$ cat src/rtl/rr_stage_arbiter.sv
// Round-robin arbiter for one shared pipeline resource among 8 requesters.
// Drives a registered grant index/enable pair into a 3-to-8 one-hot select decoder.
module rr_stage_arbiter #(
    parameter int MAX_HOLD = 15,
    parameter int HOLD_W   = 4
) (
    input  logic       clk,
    input  logic       rst_n,
    input  logic [7:0] req,
    input  logic       done,
    input  logic       stall_in,
    output logic [2:0] grant_idx,
    output logic       grant_en,
    output logic       timeout,
    output logic [2:0] ptr_out
);

    typedef enum logic {
        IDLE = 1'b0,
        OWN  = 1'b1
    } state_t;

    // A MAX_HOLD of zero means the owner may keep the grant indefinitely.
    localparam bit                TIMEOUT_ON  = (MAX_HOLD != 0);
    localparam int                HOLD_LAST_I = (MAX_HOLD > 0) ? MAX_HOLD - 1 : 0;
    localparam logic [HOLD_W-1:0] HOLD_LAST   = HOLD_W'(HOLD_LAST_I);

    state_t            state;
    state_t            state_nx;
    logic [2:0]        ptr;
    logic [2:0]        ptr_nx;
    logic [2:0]        idx_nx;
    logic              en_nx;
    logic              timeout_nx;
    logic              release_now;
    logic [HOLD_W-1:0] hold_cnt;
    logic [HOLD_W-1:0] hold_nx;

    // First requester at or after position p, wrapping past bit 7.
    function automatic logic [2:0] rr_pick(input logic [7:0] r, input logic [2:0] p);
        logic [15:0] dbl;
        logic [7:0]  rot;
        logic [2:0]  off;
        dbl = {r, r} >> p;
        rot = dbl[7:0];
        off = 3'd0;
        for (int i = 7; i >= 0; i--) begin
            if (rot[i]) begin
                off = 3'(i);
            end
        end
        return p + off;
    endfunction

    // Saturating increment so an unlimited hold never wraps the counter.
    function automatic logic [HOLD_W-1:0] hold_inc(input logic [HOLD_W-1:0] c);
        if (&c) begin
            return c;
        end
        return c + 1'b1;
    endfunction

    always_comb begin
        state_nx    = state;
        idx_nx      = grant_idx;
        en_nx       = grant_en;
        timeout_nx  = 1'b0;
        ptr_nx      = ptr;
        hold_nx     = hold_cnt;
        release_now = 1'b0;

        case (state)
            IDLE: begin
                en_nx = 1'b0;
                if (!stall_in && (req != 8'd0)) begin
                    idx_nx   = rr_pick(req, ptr);
                    en_nx    = 1'b1;
                    hold_nx  = '0;
                    state_nx = OWN;
                end
            end
            OWN: begin
                // Owner release wins over both stall and timeout.
                if (done || !req[grant_idx]) begin
                    release_now = 1'b1;
                end else if (!stall_in) begin
                    if (TIMEOUT_ON && (hold_cnt == HOLD_LAST)) begin
                        release_now = 1'b1;
                        timeout_nx  = 1'b1;
                    end else begin
                        hold_nx = hold_inc(hold_cnt);
                    end
                end

                if (release_now) begin
                    en_nx    = 1'b0;
                    ptr_nx   = grant_idx + 3'd1;
                    state_nx = IDLE;
                end
            end
        endcase
    end

    always_ff @(posedge clk or negedge rst_n) begin
        if (!rst_n) begin
            state     <= IDLE;
            grant_idx <= 3'd0;
            grant_en  <= 1'b0;
            timeout   <= 1'b0;
            ptr       <= 3'd0;
            hold_cnt  <= '0;
        end else begin
            state     <= state_nx;
            grant_idx <= idx_nx;
            grant_en  <= en_nx;
            timeout   <= timeout_nx;
            ptr       <= ptr_nx;
            hold_cnt  <= hold_nx;
        end
    end

    assign ptr_out = ptr;

endmodule

$ cat config.mk
export PLATFORM = sky130hd
export DESIGN_NAME = rr_stage_arbiter
export DESIGN_NICKNAME = d
export VERILOG_FILES = /design/src/rtl/rr_stage_arbiter.sv
export SDC_FILE = /design/constraint.sdc
export NUM_CORES = 1
export LEC_CHECK = 0
export ABC_AREA = 0
export BUFFER_PORTS_ARGS = -buffer_cell sky130_fd_sc_hd__buf_2
export CORE_MARGIN = 4
export CORE_UTILIZATION = 60
export CTS_CLUSTER_DIAMETER = 200
export CTS_CLUSTER_SIZE = 30
export DETAILED_ROUTE_END_ITERATION = 8
export PLACE_DENSITY = 0.88
export SLEW_MARGIN = 20
export SYNTH_ARGS = -nofsm -noshare
export SYNTH_HDL_FRONTEND = slang
export SYNTH_SLANG_ARGS = --single-unit
$ cat constraint.sdc
create_clock -name clk -period 6.8 [get_ports clk]
set_clock_uncertainty 0.2 [all_clocks]
set_input_delay 0.68 -clock clk [delete_from_list [all_inputs] [get_ports clk]]
set_output_delay 0.68 -clock clk [all_outputs]
set_load 0.03 [all_outputs]
---- Yosys cells after proc, flatten, opt, wreduce, memory -nomap -nowiden ----
Index checks and enable logic that the tools add are counted.
Widths: inputs -> output; s select.
storage, ports and cells
  register bits after elaboration ......... 13
  input bits .............................. 12
  output and inout bits ................... 8
  word-level logic and storage cells ...... 62
cells by class
  add/subtract/negate cells ............... 3
  order comparisons ....................... 1
  equality and inequality tests ........... 7
  shift-type cells ........................ 1
  mux-type cells .......................... 34
  bitwise operators ....................... 1
  reductions and logical operators ........ 9
operators by type and width
  kind                 number
  $mux 3               10
  $mux 4               5
  $shr 16x3->8         1
  $mux 1               15
  $ne 2x2->1 const B   4
  $pmux 4 s2           1
  $reduce_bool 8->1    1
  $reduce_and 5->1     1
  $add 4x1->4 const B  1
  $eq 4x4->1 const B   1
  $lt 3x4->1 const B   1
  $pmux 1 s2           2
  $reduce_and 2->1     2
  $reduce_and 4->1     1
  $add 3x1->3 const B  1
  $add 3x3->3          1
  $bmux 1 s3           1
  $ne 3x3->1 const B   1
  $logic_not 1->1      2
  $ne 2x1->1 const B   1
  $logic_and 1x1->1    1
  $logic_or 1x1->1     1
  $not 1->1            1

---- Depth between registers and ports, before layout ----
Gate-level depths: netlist of run 1.
  depth in word-level cells ............... 12
  depth in mapped cells ................... 13
  gate-level depth less buffers ........... 11

---- Worst setup path after synthesis of run 1 ----
OpenSTA, ideal clock, no wires.
  path type ............................... register to register
  start ................................... register ptr[1], in the netlist ptr_out[1]
  end ..................................... register grant_idx[2]
  library setup time ...................... 0.133 ns
  data arrival time ....................... 2.713 ns
  setup slack ............................. 3.754 ns
  stages on the path, launching flop included .. 12
  path buffers ............................ 1
  path through ............................ dfrtp_1 buf_2 mux2_2 or4b_1 a32oi_1 o41ai_1 ha_1 inv_1 fa_1 inv_1 nor4_1 o31ai_2
on the way
  cells in the longest elaborated chain, start to end .. 12
RTL lines
  item                      RTL line  RTL
  start: declaration        30        logic [2:0] ptr;
  start signal: assignment  117       ptr <= ptr_nx;
  $shr 16x3->8              44        dbl = {r, r} >> p;
  $mux 3 (8 in a row)       48        if (rot[i]) begin
  $mux 3                    75        if (!stall_in && (req != 8'd0)) begin
  $mux 3                    72        case (state)
  $add 3x3->3 *             52        return p + off;
  end signal: assignment    114       grant_idx <= idx_nx;
  end: declaration          12        output logic [2:0] grant_idx,
Mark *: on every way between the ends. The rest lies on a longest branch, timed or not. The select of a mux whose other input is x is not followed.
A chain may end at the register's enable or synchronous reset.

---- Final worst setup path of run 1 ----
Ends and elaborated chain as after synthesis.

==> flow_metrics.env, run 1 <==
export IMPL_status="finished clean"
export IMPL_cts_buffer_depth=2
export IMPL_rsz0062_at_grt="no"
export IMPL_antenna_left=0
export IMPL_hp_class="primary input to asynchronous set/reset pin"
export IMPL_place_ws_ns=3.528
export IMPL_area_delta_synth_final_pct=9.286
export IMPL_worstReg2RegStart="ptr_out[1]"
export IMPL_synthCells=137
export IMPL_final_cell_mix="19 x buf_2, 13 x nand2_1, 13 x dfrtp_1"
export IMPL_grt_max_degree=23
export IMPL_max_slew_margin_rel_pct=54.47
export IMPL_start_util_pct=63.94
export IMPL_synth_area_per_cell_sq_um=9.343
export IMPL_root_buffer="clkbuf_4"
export IMPL_rows=16
export IMPL_p_leak_nw=0.5985
export IMPL_fillers=174
export IMPL_io_pins=20
export IMPL_drt_total_wl_mm=3.002
export IMPL_first_global_vias=1123
export IMPL_worstSetupPathType="flip-flop to flip-flop"
export IMPL_cp_start_kind="flip-flop"
export IMPL_final_util_pct=69.88
export IMPL_routed_via_density=6.615
export IMPL_fp_dieW_um=54.19
export IMPL_ys_flop_type="dfrtp_1"
export IMPL_synth_edff_count=0
export IMPL_postCtsSetupRepairBufs=0
export IMPL_port_buffers=19
export IMPL_grt_pass1_wl_mm=4.988
export IMPL_die_h_um=54.19
export IMPL_grtUsageTotal_pct=23.09
export IMPL_core_area_sq_mm=0.002002
export IMPL_finalSetupTns_ns=0
export IMPL_syn_area_sq_mm=0.001280
export IMPL_drtIter0Drc=36
export IMPL_routedWlPerCell_um=16.77
export IMPL_clk_pin_slew_ns=0.08
export IMPL_cpPeakStageDelay_ns=0.79
export IMPL_cts_tree="done"
export IMPL_diodes=0
export IMPL_antenna_found_initial=0
export IMPL_final_layout_size_suffix_gt1_share_pct=25.66
export IMPL_path_max_fanout=22
export IMPL_yosysSeqAreaShare_pct=25.42
export IMPL_dp_hpwl_mm=2.234
export IMPL_worst_slew_pin_slew_ns=0.6829
export IMPL_synth_cell_types=51
export IMPL_max_freq_ghz=0.3052
export IMPL_final_common_cell="buf_2"
export IMPL_min_period_ns=3.277
export IMPL_crit_path_end_kind="flip-flop"
export IMPL_crit_required_ns=6.75
export IMPL_powerDensity_mw_per_mm2=388.0
export IMPL_synth_seq_cells=13
export IMPL_worst_slack_ns=3.523
export IMPL_worstRegToRegCells=10
export IMPL_drc=0
export IMPL_cts_sinks=13
export IMPL_clk_latency_ns=0.27
export IMPL_peakVddDrop_mv=0.2840
export IMPL_cp_num_cells=10
export IMPL_cts_htree_levels=1
export IMPL_numCtsBuffers=3
export IMPL_firstDrtPassIters=4
export IMPL_post_cts_resized=0
export IMPL_hold_violations=0
export IMPL_crit_chain="mux2_2, or4b_1, a32oi_1, o41ai_1, ha_1, inv_1, fa_1, inv_1, nor4_1, o31ai_2"
export IMPL_gp_congestion=0.9031
export IMPL_setup_worst_path_start="ptr_out[1]"
export IMPL_finalPower_mw=0.5427
export IMPL_crit_top_cell="inv_1"
export IMPL_finalMaxSlewViolations=0
export IMPL_mappedNetlistNets=154
export IMPL_arrival_ns=3.23
export IMPL_max_cap_violations=0
export IMPL_die_area_sq_mm=0.002936
export IMPL_hold_buffers=0
export IMPL_grt_ovfl_total=0
export IMPL_fin_nets=170
export IMPL_cp_top_family="simple AND/OR/NAND/NOR gates"
export IMPL_route_vias_total=1184
export IMPL_setup_viol=0
export IMPL_async_reset_ff_share_pct=100.0
export IMPL_synth_warnings=0
export IMPL_crit_path_top_delay_cell="dfrtp_1"
export IMPL_final_period_utilization_pct=48.19
export IMPL_worst_path_buf_inv=2
-- cell type report --
class                   instances  area [sq um]  area share [%]
clock buffers                   4         26.28           1.878
inverters                       6         22.52           1.610
multi-input cells             110         895.9           64.04
flip-flops and latches         13         325.3           23.26
well taps                      27         33.78           2.415
repair buffers                 19         95.09           6.798
-- power breakdown --
part	internal [mW]	switching (mW)	leakage, nW
clock network	0.0227	0.0246	0.0150
registers	0.102	0.0687	0.165
logic	0.150	0.176	0.418
-- cells in the mapped netlist, types with 2 or more instances --
library cell,n,area [sq um]
nor2b_1,4,25.02
or2_2,2,12.51
mux2i_1,3,30.03
and2_1,2,12.51
nor3_1,3,15.01
mux2_4,3,45.04
buf_2,5,25.02
clkbuf_1,3,11.26
o31ai_2,2,25.02
ha_1,4,50.05
o21ai_0,7,35.03
dfrtp_1,13,325.3
a21oi_1,7,35.03
nor2_1,7,26.28
mux2_2,5,56.30
nor4_1,4,25.02
a211o_1,2,17.52
nand2b_1,4,25.02
nand4b_1,2,17.52
nand3b_1,2,15.01
mux4_1,2,52.55
a211oi_1,2,15.01
inv_1,6,22.52
o32ai_1,3,26.28
nand2_1,13,48.80
o32a_1,2,20.02
-- worst paths after layout --
check | endpoint | slack (ns)
worst max register to register | grant_idx[2] | 3.52
worst min register to register | grant_en | 0.35
max in group asynchronous | grant_en | 6.08
worst min-delay path | ptr_out[2] | 0.09
min in group clk | grant_en | 0.35
worst max-delay path | grant_idx[2] | 3.52
-- stage by stage --
step | area, sq um | std cells | hold slack [ns]
finish | 1399 | 179 | 0.08518
global route | 1399 | 179 | 0.08289
floorplan | 1280 | 137 | 0.1844
CTS | 1399 | 179 | 0.08464
global placement | 1373 | 175 | 0.3156
detailed placement | 1373 | 175 | 0.3525
-- cell families (layout without fill, tap and decap cells) --
group	count (synthesis)	count (layout)	share of synthesized area, %
AOI/OAI and AO/OA	39	39	23.46
and+or+nand+nor	50	50	22.48
xor gates and xnor gates	1	1	0.6844
DFF	13	13	25.42
adders and majority gates	5	5	5.474
muxes	15	15	17.89
buffers and inverters	14	29	4.594
-- registers in the layout, indices dropped and copies added (netlist names) --
name       count
grant_idx      3
ptr_out        3
state          1
timeout        1
hold_cnt       4
grant_en       1
-- layer usage --
layer	part of all wire [%]	track usage [%]
met1	41	30.43
met4	0.43	4.564
met5	0	0
met2	50	38.05
met3	8.7	5.817
Power figures use the tool's default switching activity.
==> inputs of run 2 (changes only) <==
--- a/config.mk
+++ b/config.mk
@@ -5,14 +5,14 @@
 export SDC_FILE = /design/constraint.sdc
 export NUM_CORES = 1
 export LEC_CHECK = 0
-export ABC_AREA = 0
+export ABC_AREA = 1
 export BUFFER_PORTS_ARGS = -buffer_cell sky130_fd_sc_hd__buf_2
 export CORE_MARGIN = 4
-export CORE_UTILIZATION = 60
+export CORE_UTILIZATION = 56
 export CTS_CLUSTER_DIAMETER = 200
 export CTS_CLUSTER_SIZE = 30
 export DETAILED_ROUTE_END_ITERATION = 8
-export PLACE_DENSITY = 0.88
+export PLACE_DENSITY = 0.83
 export SLEW_MARGIN = 20
 export SYNTH_ARGS = -nofsm -noshare
 export SYNTH_HDL_FRONTEND = slang
==> constraint.sdc (replaced) <==
create_clock -name clk -period 3.4 [get_ports clk]
set_clock_uncertainty 0.2 [all_clocks]
set_input_delay 0.34 -clock clk [delete_from_list [all_inputs] [get_ports clk]]
set_output_delay 0.34 -clock clk [all_outputs]
set_load 0.03 [all_outputs]
==> run 2 against run 1 <==
Net effect:
- via count is 7.9% higher
- largest cell class unchanged
- first-iteration DRC count is 2.8% lower
- flip-flop and latch count stayed put
- maximum frequency is 16% higher
- sequential share of layout area is 0.19 points higher
- synthesized cell count is 37% higher
- critical endpoint unchanged
==> flow_metrics.env, run 2 <==
export IMPL_status="finished clean"
export IMPL_area_delta_synth_final_pct=10.35
export IMPL_syn_area_sq_mm=0.001257
export IMPL_cp_start_kind="flip-flop"
export IMPL_peakVddDrop_mv=0.5714
export IMPL_max_freq_ghz=0.3545
export IMPL_final_period_utilization_pct=82.97
export IMPL_antenna_found_initial=0
export IMPL_crit_path_end_kind="flip-flop"
export IMPL_powerDensity_mw_per_mm2=912.5
export IMPL_hold_violations=0
export IMPL_grt_ovfl_total=0
export IMPL_cts_sinks=13
export IMPL_synth_cell_types=31
export IMPL_yosysSeqAreaShare_pct=25.87
export IMPL_cts_htree_levels=1
export IMPL_synth_warnings=0
export IMPL_max_slew_margin_rel_pct=67.94
export IMPL_die_area_sq_mm=0.003068
export IMPL_synthTopCellsByArea="dfrtp_1 26%, nand2_1 18%, nand3_1 9.6%"
export IMPL_arrival_ns=2.80
export IMPL_p_leak_nw=0.7421
export IMPL_finalMaxSlewViolations=0
export IMPL_final_layout_size_suffix_gt1_share_pct=24.52
export IMPL_grt_max_degree=15
export IMPL_cts_buffer_depth=2
export IMPL_ys_flop_type="dfrtp_1"
export IMPL_root_buffer="clkbuf_4"
export IMPL_start_util_pct=61.58
export IMPL_drtIter0Drc=35
export IMPL_rows=16
export IMPL_routedWlPerCell_um=12.77
export IMPL_post_cts_resized=0
export IMPL_synthCells=188
export IMPL_rsz0062_at_grt="no"
export IMPL_seqCellArea_sq_um=325.3
export IMPL_final_cell_mix="59 x nand2_1, 24 x nand3_1, 19 x buf_2, 14 x inv_1, 14 x nor2_1"
export IMPL_synth_area_per_cell_sq_um=6.689
export IMPL_postCtsSetupRepairBufs=0
export IMPL_route_vias_total=1278
export IMPL_fin_nets=226
export IMPL_clock_power_share_pct=7.3
export IMPL_numCtsBuffers=3
export IMPL_finalSetupTns_ns=0
export IMPL_routed_via_density=5.438
export IMPL_gp_congestion=0.8471
export IMPL_antenna_left=0
export IMPL_multi_input_comb_area_sq_um=825.8
export IMPL_drt_total_wl_mm=3.001
export IMPL_port_buffers=19
export IMPL_worst_slew_pin_slew_ns=0.4809
export IMPL_largest_register="hold_cnt"
export IMPL_first_global_vias=1201
export IMPL_crit_chain="inv_6, nand2_4, nand3_2, nand2_2, nand2_1, nand2_1, nand2_1, nand2_1, nand2_1, nand2_1, nand2_1, a21oi_1, ha_1, inv_1, fa_1, xor2_1, inv_1, nand3_1, nand3_1, nand2_1"
export IMPL_io_pins=20
export IMPL_switchingPower_mw=0.7214
export IMPL_min_period_ns=2.821
export IMPL_whs_ns=0.09788
export IMPL_largest_register_ffs=4
export IMPL_yosysTopAreaCellShare_pct=25.87
export IMPL_fp_dieW_um=55.39
export IMPL_p_int_mw=0.5448
export IMPL_cpPeakStageDelay_ns=0.62
export IMPL_crit_path_top_delay_cell="dfrtp_1"
export IMPL_synth_commonest_cells="59 x nand2_1, 24 x nand3_1, 14 x inv_1, 14 x nor2_1, 13 x dfrtp_1"
export IMPL_setup_viol=0
export IMPL_mappedNetlistNets=205
export IMPL_final_common_cell="nand2_1"
export IMPL_worstSetupPathType="flip-flop to flip-flop"
export IMPL_cp_top_family="simple AND/OR/NAND/NOR gates"
export IMPL_worst_path_buf_inv=3
export IMPL_diodes=0
export IMPL_drc=0
export IMPL_swShare_pct=56.97
export IMPL_synth_edff_count=0
export IMPL_power_frac_comb_pct=66.7
export IMPL_clk_pin_slew_ns=0.08
export IMPL_cts_tree="done"
export IMPL_crit_required_ns=3.38
export IMPL_synth_seq_cells=13
export IMPL_hp_class="primary input to flip-flop"
export IMPL_crit_top_cell="nand2_1"
export IMPL_grtUsageTotal_pct=20.15
export IMPL_max_cap_violations=0
export IMPL_yosys_area_top_type="dfrtp_1"
export IMPL_core_area_sq_mm=0.002042
export IMPL_path_max_fanout=12
export IMPL_fillers=170
export IMPL_firstDrtPassIters=4
export IMPL_dp_hpwl_mm=2.305
export IMPL_async_reset_ff_share_pct=100.0
export IMPL_clk_latency_ns=0.28
export IMPL_grt_pass1_wl_mm=5.161
export IMPL_yosysMostFrequentCell="nand2_1"
export IMPL_die_h_um=55.39
export IMPL_pwr_share_seq_pct=26.0
-- run 2: cell types whose count changed after synthesis, sizes merged, moves of 4 or more --
| cell | before | now |
|---|---|---|
| nand2 | 13 | 73 |
| nand3 | 1 | 32 |
| inv | 6 | 17 |
| mux2 | 8 | 0 |
| nor2 | 7 | 15 |
| o21ai | 7 | 15 |
| a21oi | 7 | 1 |
| mux2i | 4 | 0 |
| nand2b | 4 | 0 |
| nor2b | 4 | 0 |
| o32ai | 4 | 0 |
-- run 2: final cells by class --
class | count | area share [%]
multi-input combinational | 154 | 59.51
sequential | 13 | 23.44
timing repair buffer | 20 | 7.574
inverter | 17 | 5.140
tap | 27 | 2.435
clock buffer | 4 | 1.894
-- run 2: metrics by stage --
step | total power, mW | utilization, % | instances | setup WS, ns | cell area (sq um)
3_5_place_dp | 1.161 | 66.18 | 230 | 0.6031 | 1351
4_1_cts | 1.259 | 67.95 | 235 | 0.5863 | 1388
2_1_floorplan | 0.9938 | - | 188 | 0.7431 | 1257
3_3_place_gp | 1.119 | 66.18 | 230 | 0.6888 | 1351
6_report | 1.266 | 67.95 | 235 | 0.5792 | 1388
5_1_grt | 1.403 | 67.95 | 235 | 0.2883 | 1388
-- run 2: what timing repair did --
action / 4_1_cts / 5_1_grt
hold endpoints to repair: 13 / 0
hold buffers: 1 / 0
endpoints found under the setup margin: 0 / 0
-- run 2: routing by layer --
metal	vias up	global-route usage (%)	routed length, um
met1	586	26.91	1395
met2	37	33.61	1448
li1	653	-	-
met4	0	2.431	7
met5	-	0	0
met3	2	5.128	149
-- run 2: kinds of logic (layout without fill, tap and decap cells) --
| group | count (synthesis) | after routing | synth area share (%) |
|---|---|---|---|
| simple gates | 126 | 126 | 48.86 |
| buf+inv | 21 | 41 | 8.458 |
| flops | 13 | 13 | 25.87 |
| fa+ha+maj | 5 | 5 | 5.572 |
| xor+xnor | 4 | 4 | 2.787 |
| compound gates | 19 | 19 | 8.458 |
-- run 2: worst register-to-register path: cells and delay by family, from the launching register on --
family | cells | cell delay (ns)
compound gates | 1 | 0.12
xor+xnor | 1 | 0.16
fa+ha+maj | 2 | 0.53
buf+inv | 3 | 0.25
flops | 1 | 0.62
simple gates | 13 | 0.85
-- run 2: worst paths after layout --
| kind | from | to | slack, ns | depth (start not counted) |
|---|---|---|---|---|
| max in group asynchronous | rst_n | ptr_out[2] | 2.50 | 2 |
| hold / removal | stall_in | timeout | 0.1 | 2 |
| hold reg to reg | grant_en | grant_en | 0.30 | 2 |
| setup / recovery | ptr_out[0] | grant_idx[2] | 0.58 | 20 |
| min in group asynchronous | rst_n | grant_idx[0] | 0.27 | 2 |
| setup reg to reg | ptr_out[0] | grant_idx[2] | 0.58 | 20 |
-- run 2: power groups by stage --
stage                     clock network [mW]  registers [mW]  logic (mW)
final                                 0.0930           0.329       0.845
after global routing                   0.104           0.342       0.958
after CTS                             0.0953           0.326       0.837
after detailed placement                   0           0.329       0.832
after global placement                     0           0.322       0.797
after floorplan                            0           0.327       0.667
==> inputs of run 3 (changes only) <==
==> constraint.sdc (replaced) <==
create_clock -name clk -period 2.7 [get_ports clk]
set_clock_uncertainty 0.2 [all_clocks]
set_input_delay 0.27 -clock clk [delete_from_list [all_inputs] [get_ports clk]]
set_output_delay 0.27 -clock clk [all_outputs]
set_load 0.03 [all_outputs]
==> run 3 against run 2 <==
Net effect:
- clock power is 32% higher
- register-to-register slack worse by 0.68 ns
- critical path depth is 1 lower
- total power is 57% higher
- non-clock buffer count is 13 higher
- the run now ends with setup timing left
- first-iteration DRC count is 69% higher
- count of clock-buffer cells in the layout stayed put
- sequential share of layout area is 2.8 points lower
- via count is 15% higher
==> flow_metrics.env, run 3 (synthesized netlist as in run 2, its figures left out) <==
export IMPL_status="finished, violations left"
export IMPL_violations="setup timing"
export IMPL_place_ws_ns=-0.02927
export IMPL_clk_pin_slew_ns=0.08
export IMPL_area_delta_synth_final_pct=26.47
export IMPL_drtIter0Drc=59
export IMPL_design_area_sq_mm=0.001590
export IMPL_placed_cell_area_sq_mm=0.001374
export IMPL_worstReg2RegStart="ptr_out[0]"
export IMPL_first_global_vias=1200
export IMPL_final_cell_mix="50 x nand2_1, 19 x buf_2, 18 x nand2_2, 18 x nand3_1, 14 x nor2_1"
export IMPL_largest_register_ffs=4
export IMPL_hp_class="primary input to flip-flop"
export IMPL_crit_path_end_kind="flip-flop"
export IMPL_clk_latency_ns=0.28
export IMPL_cts_buffer_depth=2
export IMPL_cts_htree_levels=1
export IMPL_worstSetupPathType="flip-flop to flip-flop"
export IMPL_max_slew_margin_rel_pct=79.42
export IMPL_cts_sinks=13
export IMPL_grt_pass1_wl_mm=5.347
export IMPL_grt_ovfl_total=0
export IMPL_largest_register="hold_cnt"
export IMPL_crit_required_ns=2.67
export IMPL_numCtsBuffers=3
export IMPL_core_area_sq_mm=0.002042
export IMPL_fp_dieW_um=55.39
export IMPL_min_delay_start="stall_in"
export IMPL_die_h_um=55.39
export IMPL_route_vias_total=1464
export IMPL_die_area_sq_mm=0.003068
export IMPL_antenna_left=0
export IMPL_fillers=155
export IMPL_grtUsageTotal_pct=21.53
export IMPL_min_period_ns=2.804
export IMPL_finalMaxSlewViolations=0
export IMPL_gp_congestion=0.9721
export IMPL_fin_nets=239
export IMPL_worst_slack_ns=-0.1035
export IMPL_rows=16
export IMPL_cp_start_kind="flip-flop"
export IMPL_whs_ns=0.01309
export IMPL_max_cap_violations=0
export IMPL_antenna_found_initial=0
export IMPL_routed_via_density=5.903
export IMPL_final_util_pct=77.88
export IMPL_port_buffers=19
export IMPL_cts_tree="done"
export IMPL_powerDensity_mw_per_mm2=1251
export IMPL_hold_violations=0
export IMPL_worst_slew_pin_slew_ns=0.3087
export IMPL_p_leak_nw=0.8404
export IMPL_placed_cells=233
export IMPL_final_period_utilization_pct=103.8
export IMPL_peakVddDrop_mv=0.7720
export IMPL_finalSetupTns_ns=-0.1035
export IMPL_root_buffer="clkbuf_4"
export IMPL_drc=0
export IMPL_setup_worst_path_start="ptr_out[0]"
export IMPL_diodes=0
export IMPL_arrival_ns=2.78
export IMPL_rsz0062_at_grt="yes"
export IMPL_dp_hpwl_mm=2.572
export IMPL_final_cells=248
export IMPL_max_freq_ghz=0.3567
export IMPL_setup_viol=1
export IMPL_firstDrtPassIters=5
export IMPL_final_layout_size_suffix_gt1_share_pct=38.91
export IMPL_start_util_pct=61.58
export IMPL_io_pins=20
export IMPL_final_common_cell="nand2_1"
export IMPL_drt_total_wl_mm=4.113
export IMPL_grt_max_degree=14
export IMPL_path_max_fanout=5
export IMPL_routedWlPerCell_um=16.58
export IMPL_finalPower_mw=1.990
[run 3: cell count changes in the layout (fill, tap and decap cells not counted), sizes merged]
cell / delta
buf: +13
[run 3: layout make-up]
class                   count  area (sq um)  share of cell area, %
multi-input cells         154         917.1                  57.67
flip-flops and latches     13         327.8                  20.61
repair buffers             33         214.0                  13.45
inverters                  17         71.32                  4.485
well taps                  27         33.78                  2.124
clock buffers               4         26.28                  1.652
[run 3: what timing repair did]
action	in CTS	in global routing
buffers inserted	0	10
endpoints found under the setup margin	1	2
hold endpoints to repair	13	0
pin swaps	0	10
hold buffers	1	0
gates resized for setup	2	29
[run 3: per-layer routing]
metal	global-route usage, %	wire (um)	up-vias
met5	0	0	-
met4	9.375	237	0
met3	3.030	295	32
met2	34.29	2051	102
met1	28.84	1529	656
li1	-	-	674
[run 3: worst paths after layout]
path | cells past startpoint | end | slack (ns)
worst max-delay path | 19 | grant_idx[2] | -0.10
worst max register to register | 19 | grant_idx[2] | -0.10
worst min register to register | 2 | grant_en | 0.31
worst min-delay path | 2 | timeout | 0.01
max in group asynchronous | 2 | ptr_out[0] | 1.83
min in group asynchronous | 2 | hold_cnt[1] | 0.22
[run 3: where the power goes]
group / total (mW) / leakage [nW] / switching, mW / internal (mW)
clock: 0.123 / 0.0150 / 0.0658 / 0.0573
combinational: 1.48 / 0.659 / 0.930 / 0.552
sequential: 0.385 / 0.166 / 0.122 / 0.263
[run 3: critical path, cell delays in order, from the launching register on]
cell and delay [ns]:
dfrtp_2 0.47, buf_6 0.16, nand2_2 0.09, nand3_2 0.09, nand3_1 0.12, nand2_2 0.12, inv_1 0.04, nand2_1 0.05
nand2_1 0.05, nand2_1 0.05, nand2_1 0.06, a21oi_2 0.14, ha_2 0.19, inv_2 0.04, fa_2 0.39, xor2_2 0.16
inv_1 0.08, nand3_1 0.07, nand3_1 0.07, nand2_1 0.05
